**config.mk**
```make
export PLATFORM = sky130hd
export DESIGN_NAME = uart_rx_frame_flat
export DESIGN_NICKNAME = d
export VERILOG_FILES = /design/src/rtl/uart_rx_frame_if.sv /design/src/rtl/uart_rx_frame.sv /design/src/flat_wrapper.sv
export SDC_FILE = /design/constraint.sdc
export NUM_CORES = 1
export LEC_CHECK = 0
export ABC_AREA = 1
export ABC_CLOCK_PERIOD_IN_PS = 1700
export CAP_MARGIN = 5
export CORE_MARGIN = 4
export CORE_UTILIZATION = 40
export CTS_BUF_LIST = sky130_fd_sc_hd__clkbuf_4
export CTS_CLUSTER_SIZE = 16
export DETAILED_ROUTE_END_ITERATION = 8
export PLACE_DENSITY = 0.56
export RECOVER_POWER = 25
export SLEW_MARGIN = 10
export SYNTH_ARGS = -nofsm -noshare
export SYNTH_HDL_FRONTEND = slang
export SYNTH_SLANG_ARGS = --single-unit
export TNS_END_PERCENT = 30
```
**constraint.sdc**
```tcl
create_clock -name clk -period 1.7 [get_ports clk]
set_input_delay 0.34 -clock clk [delete_from_list [all_inputs] [get_ports clk]]
set_output_delay 0.34 -clock clk [all_outputs]
set_load 0.02 [all_outputs]
```
**src/rtl/uart_rx_frame_if.sv**
```systemverilog
// Receive-side frame delivery bundle between uart_rx_frame (master) and the receive FIFO (slave).
interface uart_rx_frame_if #(
  parameter int unsigned DBIT_MAX = 8
);
  logic [DBIT_MAX-1:0] rx_dout;
  logic                rx_done_tick;
  logic                parity_err;
  logic                frame_err;

  modport master (output rx_dout, rx_done_tick, parity_err, frame_err);
  modport slave  (input  rx_dout, rx_done_tick, parity_err, frame_err);
endinterface

```
**src/rtl/uart_rx_frame.sv**
```systemverilog
// UART serial receive deframer, 16x oversampled, runtime 7/8 data, parity, 1/1.5/2 stop.
// Optional UART_RX_FRAME_ERR_EN builds in stop-bit sampling, frame_err and the break re-arm guard.
module uart_rx_frame #(
  parameter int unsigned DBIT_MAX = 8
) (
  input  logic             clk,
  input  logic             reset,
  input  logic             s_tick,
  input  logic             rx,
  input  logic             data_bits_7,
  input  logic             parity_en,
  input  logic             parity_even,
  input  logic [1:0]       stop_bits,
  uart_rx_frame_if.master  rx_if
);

  typedef enum logic [2:0] {IDLE, START, DATA, PARITY, STOP} state_e;

  state_e              state_q;
  logic                rx_meta_q, rx_sync_q;
  logic [4:0]          s_q;
  logic [2:0]          n_q;
  logic [DBIT_MAX-1:0] b_q;
  logic                d7_q, pen_q, pev_q;
  logic [1:0]          sb_q;
  logic                perr_next_q;
  logic [DBIT_MAX-1:0] dout_q;
  logic                done_q, perr_q;

  logic [DBIT_MAX-1:0] frame_data;
  logic [2:0]          last_bit;
  logic [4:0]          stop_last;
  logic                armed;

`ifdef UART_RX_FRAME_ERR_EN
  logic stop_ok_q, ferr_q, armed_q;
  assign armed = armed_q;
  assign rx_if.frame_err = ferr_q;
`else
  assign armed = 1'b1;
  assign rx_if.frame_err = 1'b0;
`endif

  assign rx_if.rx_dout      = dout_q;
  assign rx_if.rx_done_tick = done_q;
  assign rx_if.parity_err   = perr_q;

  // 7-bit frames leave the data one place short of the LSB after shifting in at the MSB.
  always_comb begin
    frame_data = d7_q ? (b_q >> 1) : b_q;
    last_bit   = d7_q ? 3'(DBIT_MAX - 2) : 3'(DBIT_MAX - 1);
    stop_last  = 5'd31;
    unique case (sb_q)
      2'b00:   stop_last = 5'd15;
      2'b01:   stop_last = 5'd23;
      default: stop_last = 5'd31;
    endcase
  end

  always_ff @(posedge clk) begin
    if (!reset) begin
      rx_meta_q   <= 1'b1;
      rx_sync_q   <= 1'b1;
      state_q     <= IDLE;
      s_q         <= '0;
      n_q         <= '0;
      b_q         <= '0;
      d7_q        <= 1'b0;
      pen_q       <= 1'b0;
      pev_q       <= 1'b0;
      sb_q        <= '0;
      perr_next_q <= 1'b0;
      dout_q      <= '0;
      done_q      <= 1'b0;
      perr_q      <= 1'b0;
`ifdef UART_RX_FRAME_ERR_EN
      stop_ok_q   <= 1'b1;
      ferr_q      <= 1'b0;
      armed_q     <= 1'b1;
`endif
    end else begin
      rx_meta_q <= rx;
      rx_sync_q <= rx_meta_q;
      done_q    <= 1'b0;
`ifdef UART_RX_FRAME_ERR_EN
      // After a break the line must go high before another start is accepted.
      if (rx_sync_q) armed_q <= 1'b1;
`endif
      unique case (state_q)
        IDLE: begin
          if (!rx_sync_q && armed) begin
            state_q     <= START;
            s_q         <= '0;
            n_q         <= '0;
            perr_next_q <= 1'b0;
            d7_q        <= data_bits_7;
            pen_q       <= parity_en;
            pev_q       <= parity_even;
            sb_q        <= stop_bits;
          end
        end
        START: begin
          if (s_tick) begin
            if (s_q == 5'd7) begin
              s_q     <= '0;
              state_q <= rx_sync_q ? IDLE : DATA;
            end else begin
              s_q <= s_q + 5'd1;
            end
          end
        end
        DATA: begin
          if (s_tick) begin
            if (s_q == 5'd15) begin
              s_q <= '0;
              b_q <= {rx_sync_q, b_q[DBIT_MAX-1:1]};
              if (n_q == last_bit) begin
                n_q     <= '0;
                state_q <= pen_q ? PARITY : STOP;
              end else begin
                n_q <= n_q + 3'd1;
              end
            end else begin
              s_q <= s_q + 5'd1;
            end
          end
        end
        PARITY: begin
          if (s_tick) begin
            if (s_q == 5'd15) begin
              s_q         <= '0;
              perr_next_q <= ((^frame_data) ^ rx_sync_q) != !pev_q;
              state_q     <= STOP;
            end else begin
              s_q <= s_q + 5'd1;
            end
          end
        end
        STOP: begin
          if (s_tick) begin
`ifdef UART_RX_FRAME_ERR_EN
            if (s_q == 5'd7) stop_ok_q <= rx_sync_q;
`endif
            if (s_q == stop_last) begin
              s_q     <= '0;
              state_q <= IDLE;
              done_q  <= 1'b1;
              dout_q  <= frame_data;
              perr_q  <= perr_next_q;
`ifdef UART_RX_FRAME_ERR_EN
              ferr_q  <= ~stop_ok_q;
              armed_q <= stop_ok_q;
`endif
            end else begin
              s_q <= s_q + 5'd1;
            end
          end
        end
        default: state_q <= IDLE;
      endcase
    end
  end

endmodule

```
**src/flat_wrapper.sv**
```systemverilog
// flat-port wrapper written by rule: the top's interface ports become plain ports
module uart_rx_frame_flat 
#(
  parameter int unsigned DBIT_MAX = 8
)
  (clk, reset, s_tick, rx, data_bits_7, parity_en, parity_even, stop_bits, rx_if_rx_dout, rx_if_rx_done_tick, rx_if_parity_err, rx_if_frame_err);
  uart_rx_frame_if #(.DBIT_MAX(DBIT_MAX)) rx_if_i ();
  input  logic clk;
  input  logic reset;
  input  logic s_tick;
  input  logic rx;
  input  logic data_bits_7;
  input  logic parity_en;
  input  logic parity_even;
  input  logic [1:0] stop_bits;
  output wire logic [$bits(rx_if_i.rx_dout)-1:0] rx_if_rx_dout;
  output wire logic [$bits(rx_if_i.rx_done_tick)-1:0] rx_if_rx_done_tick;
  output wire logic [$bits(rx_if_i.parity_err)-1:0] rx_if_parity_err;
  output wire logic [$bits(rx_if_i.frame_err)-1:0] rx_if_frame_err;
  assign rx_if_rx_dout = rx_if_i.rx_dout;
  assign rx_if_rx_done_tick = rx_if_i.rx_done_tick;
  assign rx_if_parity_err = rx_if_i.parity_err;
  assign rx_if_frame_err = rx_if_i.frame_err;
  uart_rx_frame #(.DBIT_MAX(DBIT_MAX)) u_core (.clk(clk), .reset(reset), .s_tick(s_tick), .rx(rx), .data_bits_7(data_bits_7), .parity_en(parity_en), .parity_even(parity_even), .stop_bits(stop_bits), .rx_if(rx_if_i));
endmodule
```
==> results.md, run 1 <==
* Outcome: finished clean
* Unique cell type count in the Yosys netlist at 38
* DIE AREA at ~6200 um2
* Filler cell count at between 400 and 500
* Area delta synth->final at 28.26%
* Max-capacitance violation count at 0
* Remaining global-route overflow at 0
* Synth Cell Area at 2014 um2
* Area of the multi-input gates at approximately 1100 um2
* Endpoint required time on the critical path at 1.91 ns
* Peak supply drop at approximately 0.56 mV
* Worst Tran Pin Value at 0.5749 ns
* Placement-stage worst setup slack at -0.09489 ns
* Number of buffers on the longest clock path at 2
* Die boundary width at 78.97 um
* Effective utilization at floorplan at 0.4209
* Placed wire-length estimate at between 3000 and 4000 um
* Clock network fraction of total power at 0.206
* Maximum clock skew at final layout at ~0.012 ns
* Global-route wire length before repair at 7797 um
* Mux contribution to synthesized area at 0
* Clock tree root driver cell: sky130_fd_sc_hd__clkbuf_4
* Final critical path time including I/O delays and setup at around 1.7 ns
* PwrDens at ~1100 nW/um2
* Leak Pwr at roughly 1.2 nW
* Clock transition time at the flip-flop clock pins of the worst setup and hold paths at around 0.11 ns
* Fraction of the mapped netlist area in simple logic gates at 0.3087
* Post-synthesis average cell area at 6.670 um2
* Number of instances in the synthesized netlist at just over 300
* Total area of sequential cells at 745.7 um2
* Adder-Cell Fraction of Synth Area at 0.02484
* Synthesis warning total at 0
* Routability congestion estimate at roughly 0.90
* Number of I/O port buffers at 18
* Post-route clock period utilization at 0.9832
* Internal power component at 0.001798 W
* Dominant combinational cell family by area after synthesis: simple AND/OR/NAND/NOR gates
* CP Cell Sequence: ha_4 > nand2_4 > buf_6 > nor2_4 > nand2_2 > nor3_4 > buf_6 > buf_12 > buf_6 > a211oi_1
* Crit end category: register
* Net switching component of the power at between 0.001 and 0.0015 W
* Total DRC errors in the routed layout at 0
* Post-synthesis xor/xnor area fraction at 0.01304
* Number of routed nets with antenna violations at 0
* Switching portion of total power at 0.3931
* Number of buffers created by CTS at 5
* Post-detailed-route via-to-cell ratio at about 4.7
* Vias after detailed routing at 1941
* Critical path type: reg2reg
* Number of nets in the finished design at 355
* Number of storage elements in the synthesis netlist at 37
* CTS tree: yes
* Final WL at around 4600 um
* Worst Hold Path Cells at 1
* Fraction of the mapped netlist area in compound gates at 0.1764
* Fmax at 0.5983 GHz
* Number of antenna violations at the first check in global routing at 0
* All-Layer GR Usage at 0.1576
* Worst min-delay path category: reg2reg
* Largest fanout on the critical path at 6
* Total number of clock tree sinks at 37
* Number of cell instances on the worst register-to-register path at 10
* Count of antenna diodes in the layout at 0
* Die Span Y at roughly 79 um
* Row Count at 25
* Combinational group share of total power at 0.451
* Final setup vio count at 0
* Type of element launching the critical path: register
* Synth Net Count at about 320
* RSZ-0062 raised after global routing: yes
* Number of buffers inserted by hold repair at cts at 0
* Top cell by count, worst path: sky130_fd_sc_hd__buf_6
* Number of global-route vias before repair at about 1800
* Top-Level Pins at 20
* Largest net degree at the start of global routing at 21
* Core Area at approximately 4800 um2
* Crit-path slowest cell: sky130_fd_sc_hd__dfxtp_2
* Clock latency on the worst-skew pair at around 0.34 ns
* Wire per inst at approximately 11 um
* Proportion of synthesized chip area in sequential cells at 0.3677
* Maximum cell stage delay along the critical path at approximately 0.37 ns
* Final Worst Setup Slack at 0.02850 ns
* Max transition margin at 0.6163
* Worst Hold Slack at approximately 0.43 ns
* Fraction of layout instances using a drive strength above 1 at 0.1924
* Maximum level of the CTS H-tree at 2
* First DRT Iteration DRCs at 47
* Number of search-and-repair iterations in the first detailed-routing pass at 5
* Count of pins over their slew limit at 0
* Hold Vio Cnt, Final at 0
* Critical path arrival at 1.88 ns
* Sequential power share at 0.343
## cell type report
type / count / share of cell area
Multi-Input combinational cell: 215 / 0.4373
Clock buffer: 6 / 0.01743
Clock inverter: 2 / 0.01308
Sequential cell: 37 / 0.2886
Tap cell: 67 / 0.03245
Inverter: 42 / 0.06102
Timing Repair Buffer: 41 / 0.1501
## critical path, delay by kind of cell (launching register included)
kind	cells	cell delay [ns]
compound gates	1	0.06
fa+ha+maj	1	0.16
simple gates	4	0.45
buf+inv	4	0.49
flops	1	0.37
## cells in the final DEF (no fill, tap or decap), types with 5 or more instances in the layout
master,instances
sky130_fd_sc_hd__a21oi_1,22
sky130_fd_sc_hd__buf_4,17
sky130_fd_sc_hd__buf_6,5
sky130_fd_sc_hd__clkbuf_4,6
sky130_fd_sc_hd__clkdlybuf4s50_1,13
sky130_fd_sc_hd__dfxtp_1,33
sky130_fd_sc_hd__inv_1,38
sky130_fd_sc_hd__nand2_1,80
sky130_fd_sc_hd__nand2_2,7
sky130_fd_sc_hd__nand3_1,16
sky130_fd_sc_hd__nor2_1,22
sky130_fd_sc_hd__nor2_2,5
sky130_fd_sc_hd__o21ai_0,22
sky130_fd_sc_hd__o21ai_1,6
## stage by stage
step                      setup TNS (ns)  cells  total power (W)  utilization  cell area, um2
after floorplan                        0    302         0.001865            -            2014
after global placement           -0.3014    398         0.002306       0.4936            2362
after detailed placement         -0.4057    398         0.002300       0.4936            2362
after CTS                      -0.001513    406         0.002972       0.5150            2465
after global routing             -0.3507    410         0.003210       0.5399            2584
final                                  0    410         0.002962       0.5399            2584
## state kept, by name, summed over array words and instances (netlist names)
name                       cells
u_core.pen_q                   1
u_core.rx_meta_q               1
u_core.d7_q                    1
u_core.perr_next_q             1
u_core.s_q                     5
u_core.rx_sync_q               1
u_core.rx_if.parity_err        1
u_core.n_q                     3
u_core.sb_q                    2
u_core.rx_if.rx_dout           8
u_core.state_q                 3
u_core.b_q                     8
u_core.pev_q                   1
u_core.rx_if.rx_done_tick      1
## power by group through the flow
| stage | Sequential, W | Combinational [W] | Clock [W] |
|---|---|---|---|
| 2_1_floorplan | 0.00102 | 0.000848 | 0 |
| 3_3_place_gp | 0.00103 | 0.00128 | 0 |
| 3_5_place_dp | 0.00103 | 0.00127 | 0 |
| 4_1_cts | 0.00101 | 0.00132 | 0.000643 |
| 5_1_grt | 0.00103 | 0.00151 | 0.000668 |
| 6_report | 0.00102 | 0.00134 | 0.000610 |
## per-layer routing
layer,share of wire,track usage,vias to the layer above
met1,0.46,0.1816,880
met3,0.023,0.03855,4
met5,0,0,-
li1,-,-,1046
met4,0.0099,0.06701,0
met2,0.51,0.2761,11
## synth_stat cells
cell | number | area share
sky130_fd_sc_hd__ha_1 | 4 | 0.025
sky130_fd_sc_hd__nand3_2 | 1 | 0.0050
sky130_fd_sc_hd__a21oi_2 | 2 | 0.0087
sky130_fd_sc_hd__buf_6 | 2 | 0.011
sky130_fd_sc_hd__a21oi_1 | 22 | 0.055
sky130_fd_sc_hd__a22oi_1 | 1 | 0.0037
sky130_fd_sc_hd__buf_4 | 2 | 0.0075
sky130_fd_sc_hd__nand4_1 | 2 | 0.0062
sky130_fd_sc_hd__xor2_1 | 2 | 0.0087
sky130_fd_sc_hd__nor2_1 | 27 | 0.050
sky130_fd_sc_hd__o21ai_0 | 25 | 0.062
sky130_fd_sc_hd__a31oi_1 | 1 | 0.0031
sky130_fd_sc_hd__a211oi_1 | 5 | 0.019
sky130_fd_sc_hd__nand2_1 | 83 | 0.15
sky130_fd_sc_hd__nor3_2 | 1 | 0.0050
sky130_fd_sc_hd__conb_1 | 1 | 0.0019
sky130_fd_sc_hd__nand3_1 | 16 | 0.040
sky130_fd_sc_hd__clkbuf_1 | 1 | 0.0019
sky130_fd_sc_hd__dlygate4sd1_1 | 1 | 0.0043
sky130_fd_sc_hd__nor3_4 | 1 | 0.0081
sky130_fd_sc_hd__nand3b_1 | 1 | 0.0037
sky130_fd_sc_hd__xnor2_1 | 1 | 0.0043
sky130_fd_sc_hd__nor3_1 | 3 | 0.0075
sky130_fd_sc_hd__inv_2 | 3 | 0.0056
sky130_fd_sc_hd__o22ai_1 | 1 | 0.0031
sky130_fd_sc_hd__or2_2 | 2 | 0.0062
sky130_fd_sc_hd__a221oi_1 | 1 | 0.0043
sky130_fd_sc_hd__dfxtp_1 | 37 | 0.37
sky130_fd_sc_hd__buf_2 | 1 | 0.0025
sky130_fd_sc_hd__a211oi_2 | 1 | 0.0062
sky130_fd_sc_hd__o21ai_1 | 3 | 0.0075
sky130_fd_sc_hd__clkinv_1 | 1 | 0.0019
sky130_fd_sc_hd__nand2_2 | 5 | 0.016
sky130_fd_sc_hd__o21ai_2 | 1 | 0.0043
sky130_fd_sc_hd__inv_1 | 38 | 0.071
sky130_fd_sc_hd__buf_1 | 1 | 0.0019
sky130_fd_sc_hd__nor3b_1 | 1 | 0.0037
sky130_fd_sc_hd__nor2_2 | 1 | 0.0031
## final timing paths
| path | endpoint | slack, ns | startpoint |
|---|---|---|---|
| worst max-delay path | u_core.rx_if.rx_dout[3] | 0.03 | u_core.s_q[1] |
| worst min-delay path | u_core.rx_sync_q | 0.43 | u_core.rx_meta_q |
| worst max register to register | u_core.rx_if.rx_dout[3] | 0.03 | u_core.s_q[1] |
| worst min register to register | u_core.rx_sync_q | 0.43 | u_core.rx_meta_q |
## cells by family after synthesis
group / after synthesis
simple gates: 144
compound gates: 63
buf+inv: 50
flops: 37
fa+ha+maj: 4
xor+xnor: 3
other cells: 1
## timing repair
| item | in CTS | in global routing |
|---|---|---|
| resized for setup | 7 | 30 |
| pin swaps | 1 | 8 |
| endpoints found under the setup margin | 10 | 25 |
| setup buffers | 0 | 4 |
(Power assumes the default switching activity.)
==> run 2, diff against run 1 <==
Settings changed: SKIP_CTS_REPAIR_TIMING set to 1, SLEW_MARGIN 10 to unset.
==> results.md, run 2 (same netlist as run 1, synthesis figures left out) <==
* Total area of sequential cells at 744.5 um2 (-0.17%)
* Clock network fraction of total power at 0.205 (about the same)
* Number of global-route vias before repair at 1806 (+0.055%)
* Core Area at 4786 um2 (unchanged)
* Worst Setup EP: u_core.rx_if.rx_dout[1]
* CP Cell Sequence: ha_4 > nand2_4 > buf_6 > nor2_4 > nand2_4 > nor3_4 > buf_4 > nor2_1 > a211oi_1
* Clock transition time at the flip-flop clock pins of the worst setup and hold paths at 0.11 ns (about the same)
* PwrDens at 1172 nW/um2 (+2.2%)
* Total DRC errors in the routed layout at 0 (unchanged)
* Source of the worst register-to-register timing path: u_core.s_q[1]
* Number of search-and-repair iterations in the first detailed-routing pass at 4 (-1)
* Area delta synth->final at 25.84%
* Remaining global-route overflow at 0 (unchanged)
* Clock tree root driver cell: sky130_fd_sc_hd__clkbuf_4
* Most common cell after layout, fill and taps aside: sky130_fd_sc_hd__nand2_1
* Post-detailed-route via-to-cell ratio at 4.804 (+1.5%)
* Peak supply drop at 0.5604 mV (about the same)
* Sequential power share at 0.341 (-0.002)
* Type of element launching the critical path: register
* Die boundary width at 78.97 um (unchanged)
* Worst Hold Slack at 0.4299 ns (+0.00007600 ns)
* Count of pins over their slew limit at 0 (unchanged)
* CTS tree: yes
* Row Count at 25 (unchanged)
* Final WL at 4626 um (about the same)
* Internal power component at 0.001798 W (about the same)
* Worst Tran Pin Value at 0.5533 ns (-0.02163 ns)
* Vias after detailed routing at 1965 (+1.2%)
* DIE AREA at 6235 um2 (unchanged)
* R2R Path End: u_core.rx_if.rx_dout[1]
* Maximum clock skew at final layout at 0.01260 ns (+0.0009872 ns)
* Worst min-delay path category: reg2reg
* Combinational group share of total power at 0.455 (+0.004)
* Critical path origin: u_core.s_q[1]
* Fmax at 0.6043 GHz (+1.0%)
* Number of nets in the finished design at 354 (-0.28%)
* Number of buffers created by CTS at 5 (unchanged)
* Number of cell instances on the worst register-to-register path at 9 (-1)
* Reg-to-reg setup timing slack at 0.05 ns (+0.02 ns)
* Largest fanout on the critical path at 6 (unchanged)
* Maximum cell stage delay along the critical path at 0.37 ns (about the same)
* RSZ-0062 raised after global routing: yes
* Maximum level of the CTS H-tree at 2 (unchanged)
* Placed wire-length estimate at 3418 um (unchanged)
* First DRT Iteration DRCs at 49 (+4.3%)
* Final setup vio count at 0 (unchanged)
* Crit-path leading delay family: simple AND/OR/NAND/NOR gates
* Switching portion of total power at 0.3948 (+0.001651)
* Top-Level Pins at 20 (unchanged)
* Max-capacitance violation count at 0 (unchanged)
* Setup TNS at 0 ns (unchanged)
* Die Span Y at 78.97 um (unchanged)
* Max transition margin at 0.6307 (+0.01443)
* Clock latency on the worst-skew pair at 0.34 ns (about the same)
* Critical path type: reg2reg
* Endpoint required time on the critical path at 1.97 ns (+0.06 ns)
* Total number of clock tree sinks at 37 (unchanged)
* Fraction of layout instances using a drive strength above 1 at 0.1871 (-0.005285)
* Count of antenna diodes in the layout at 0 (unchanged)
* Post-route clock period utilization at 0.9734 (-0.009868)
* Leading cell types in the layout, fill and taps excluded: sky130_fd_sc_hd__nand2_1, sky130_fd_sc_hd__inv_1, sky130_fd_sc_hd__dfxtp_1
* Number of buffers on the longest clock path at 2 (unchanged)
* Number of I/O port buffers at 18 (unchanged)
* Filler cell count at 487 (+1.0%)
* Stages on the worst setup path at 9 (-1)
* Crit end category: register
* Wire per inst at 11.31 um (+0.27%)
* Outcome: finished clean
* Hold Vio Cnt, Final at 0 (unchanged)
* Effective utilization at floorplan at 0.4209 (unchanged)
* Critical path arrival at 1.92 ns (+0.04 ns)
* Routability congestion estimate at 0.8973 (unchanged)
* Final critical path time including I/O delays and setup at 1.655 ns (-0.01678 ns)
* Area of the multi-input gates at 1135 um2 (+0.44%)
* Global-route wire length before repair at 7748 um (-0.63%)
* Crit-path slowest cell: sky130_fd_sc_hd__dfxtp_2
* Number of routed nets with antenna violations at 0 (unchanged)
* All-Layer GR Usage at 0.1564 (-0.001194)
* Number of antenna violations at the first check in global routing at 0 (unchanged)
* Buffers plus inverters on the worst setup path at 2 (-2)
* Net switching component of the power at 0.001173 W (+0.73%)
* Top cell by count, worst path: sky130_fd_sc_hd__nand2_4
* Largest net degree at the start of global routing at 21 (unchanged)
* Leak Pwr at 1.064 nW (-7.8%)
run 2: area by class of cell:
type,instances,share of cell area
flip-flops and latches,37,0.2937
inverters,42,0.06219
clock inverters,2,0.01333
well taps,67,0.03307
clock buffers,6,0.01777
multi-input cells,215,0.4477
repair buffers,40,0.1323
run 2: per-layer routing:
metal	global-route usage	wire length, um
met1	0.1781	2088
met2	0.2761	2326
met3	0.03855	138
met4	0.06701	72
met5	0	0
run 2: power by group through the flow:
| stage | Sequential, W | Clock (W) | Combinational (W) |
|---|---|---|---|
| floorplan | 0.00102 | 0 | 0.000848 |
| global placement | 0.00103 | 0 | 0.00128 |
| detailed placement | 0.00103 | 0 | 0.00127 |
| CTS | 0.00101 | 0.000643 | 0.00128 |
| global route | 0.00103 | 0.000667 | 0.00152 |
| finish | 0.00101 | 0.000608 | 0.00135 |
run 2: worst reg2reg max path, stage by stage (launching register included):
cell	delay [ns]
sky130_fd_sc_hd__dfxtp_2	0.37
sky130_fd_sc_hd__ha_4	0.16
sky130_fd_sc_hd__nand2_4	0.06
sky130_fd_sc_hd__buf_6	0.13
sky130_fd_sc_hd__nor2_4	0.09
sky130_fd_sc_hd__nand2_4	0.08
sky130_fd_sc_hd__nor3_4	0.30
sky130_fd_sc_hd__buf_4	0.21
sky130_fd_sc_hd__nor2_1	0.04
sky130_fd_sc_hd__a211oi_1	0.15
run 2: worst min-delay path by stage:
stage	startpoint	endpoint	slack [ns]	depth (start not counted)
2_1_floorplan	u_core.rx_meta_q	u_core.rx_sync_q	0.39	1
3_3_place_gp	u_core.rx_meta_q	u_core.rx_sync_q	0.40	1
3_5_place_dp	u_core.rx_meta_q	u_core.rx_sync_q	0.41	1
4_1_cts	u_core.rx_meta_q	u_core.rx_sync_q	0.44	1
5_1_grt	u_core.rx_meta_q	u_core.rx_sync_q	0.45	1
6_report	u_core.rx_meta_q	u_core.rx_sync_q	0.43	1
run 2: stage by stage:
| stage | total power [W] | cell area, um2 | worst slack, ns | utilization | instances |
|---|---|---|---|---|---|
| after floorplan | 0.001865 | 2014 | 0.1238 | - | 302 |
| after global placement | 0.002306 | 2362 | -0.05966 | 0.4936 | 398 |
| after detailed placement | 0.002300 | 2362 | -0.09489 | 0.4936 | 398 |
| after CTS | 0.002932 | 2441 | -0.06509 | 0.5101 | 406 |
| after global routing | 0.003215 | 2535 | -0.03660 | 0.5297 | 409 |
| final | 0.002972 | 2535 | 0.04528 | 0.5297 | 409 |
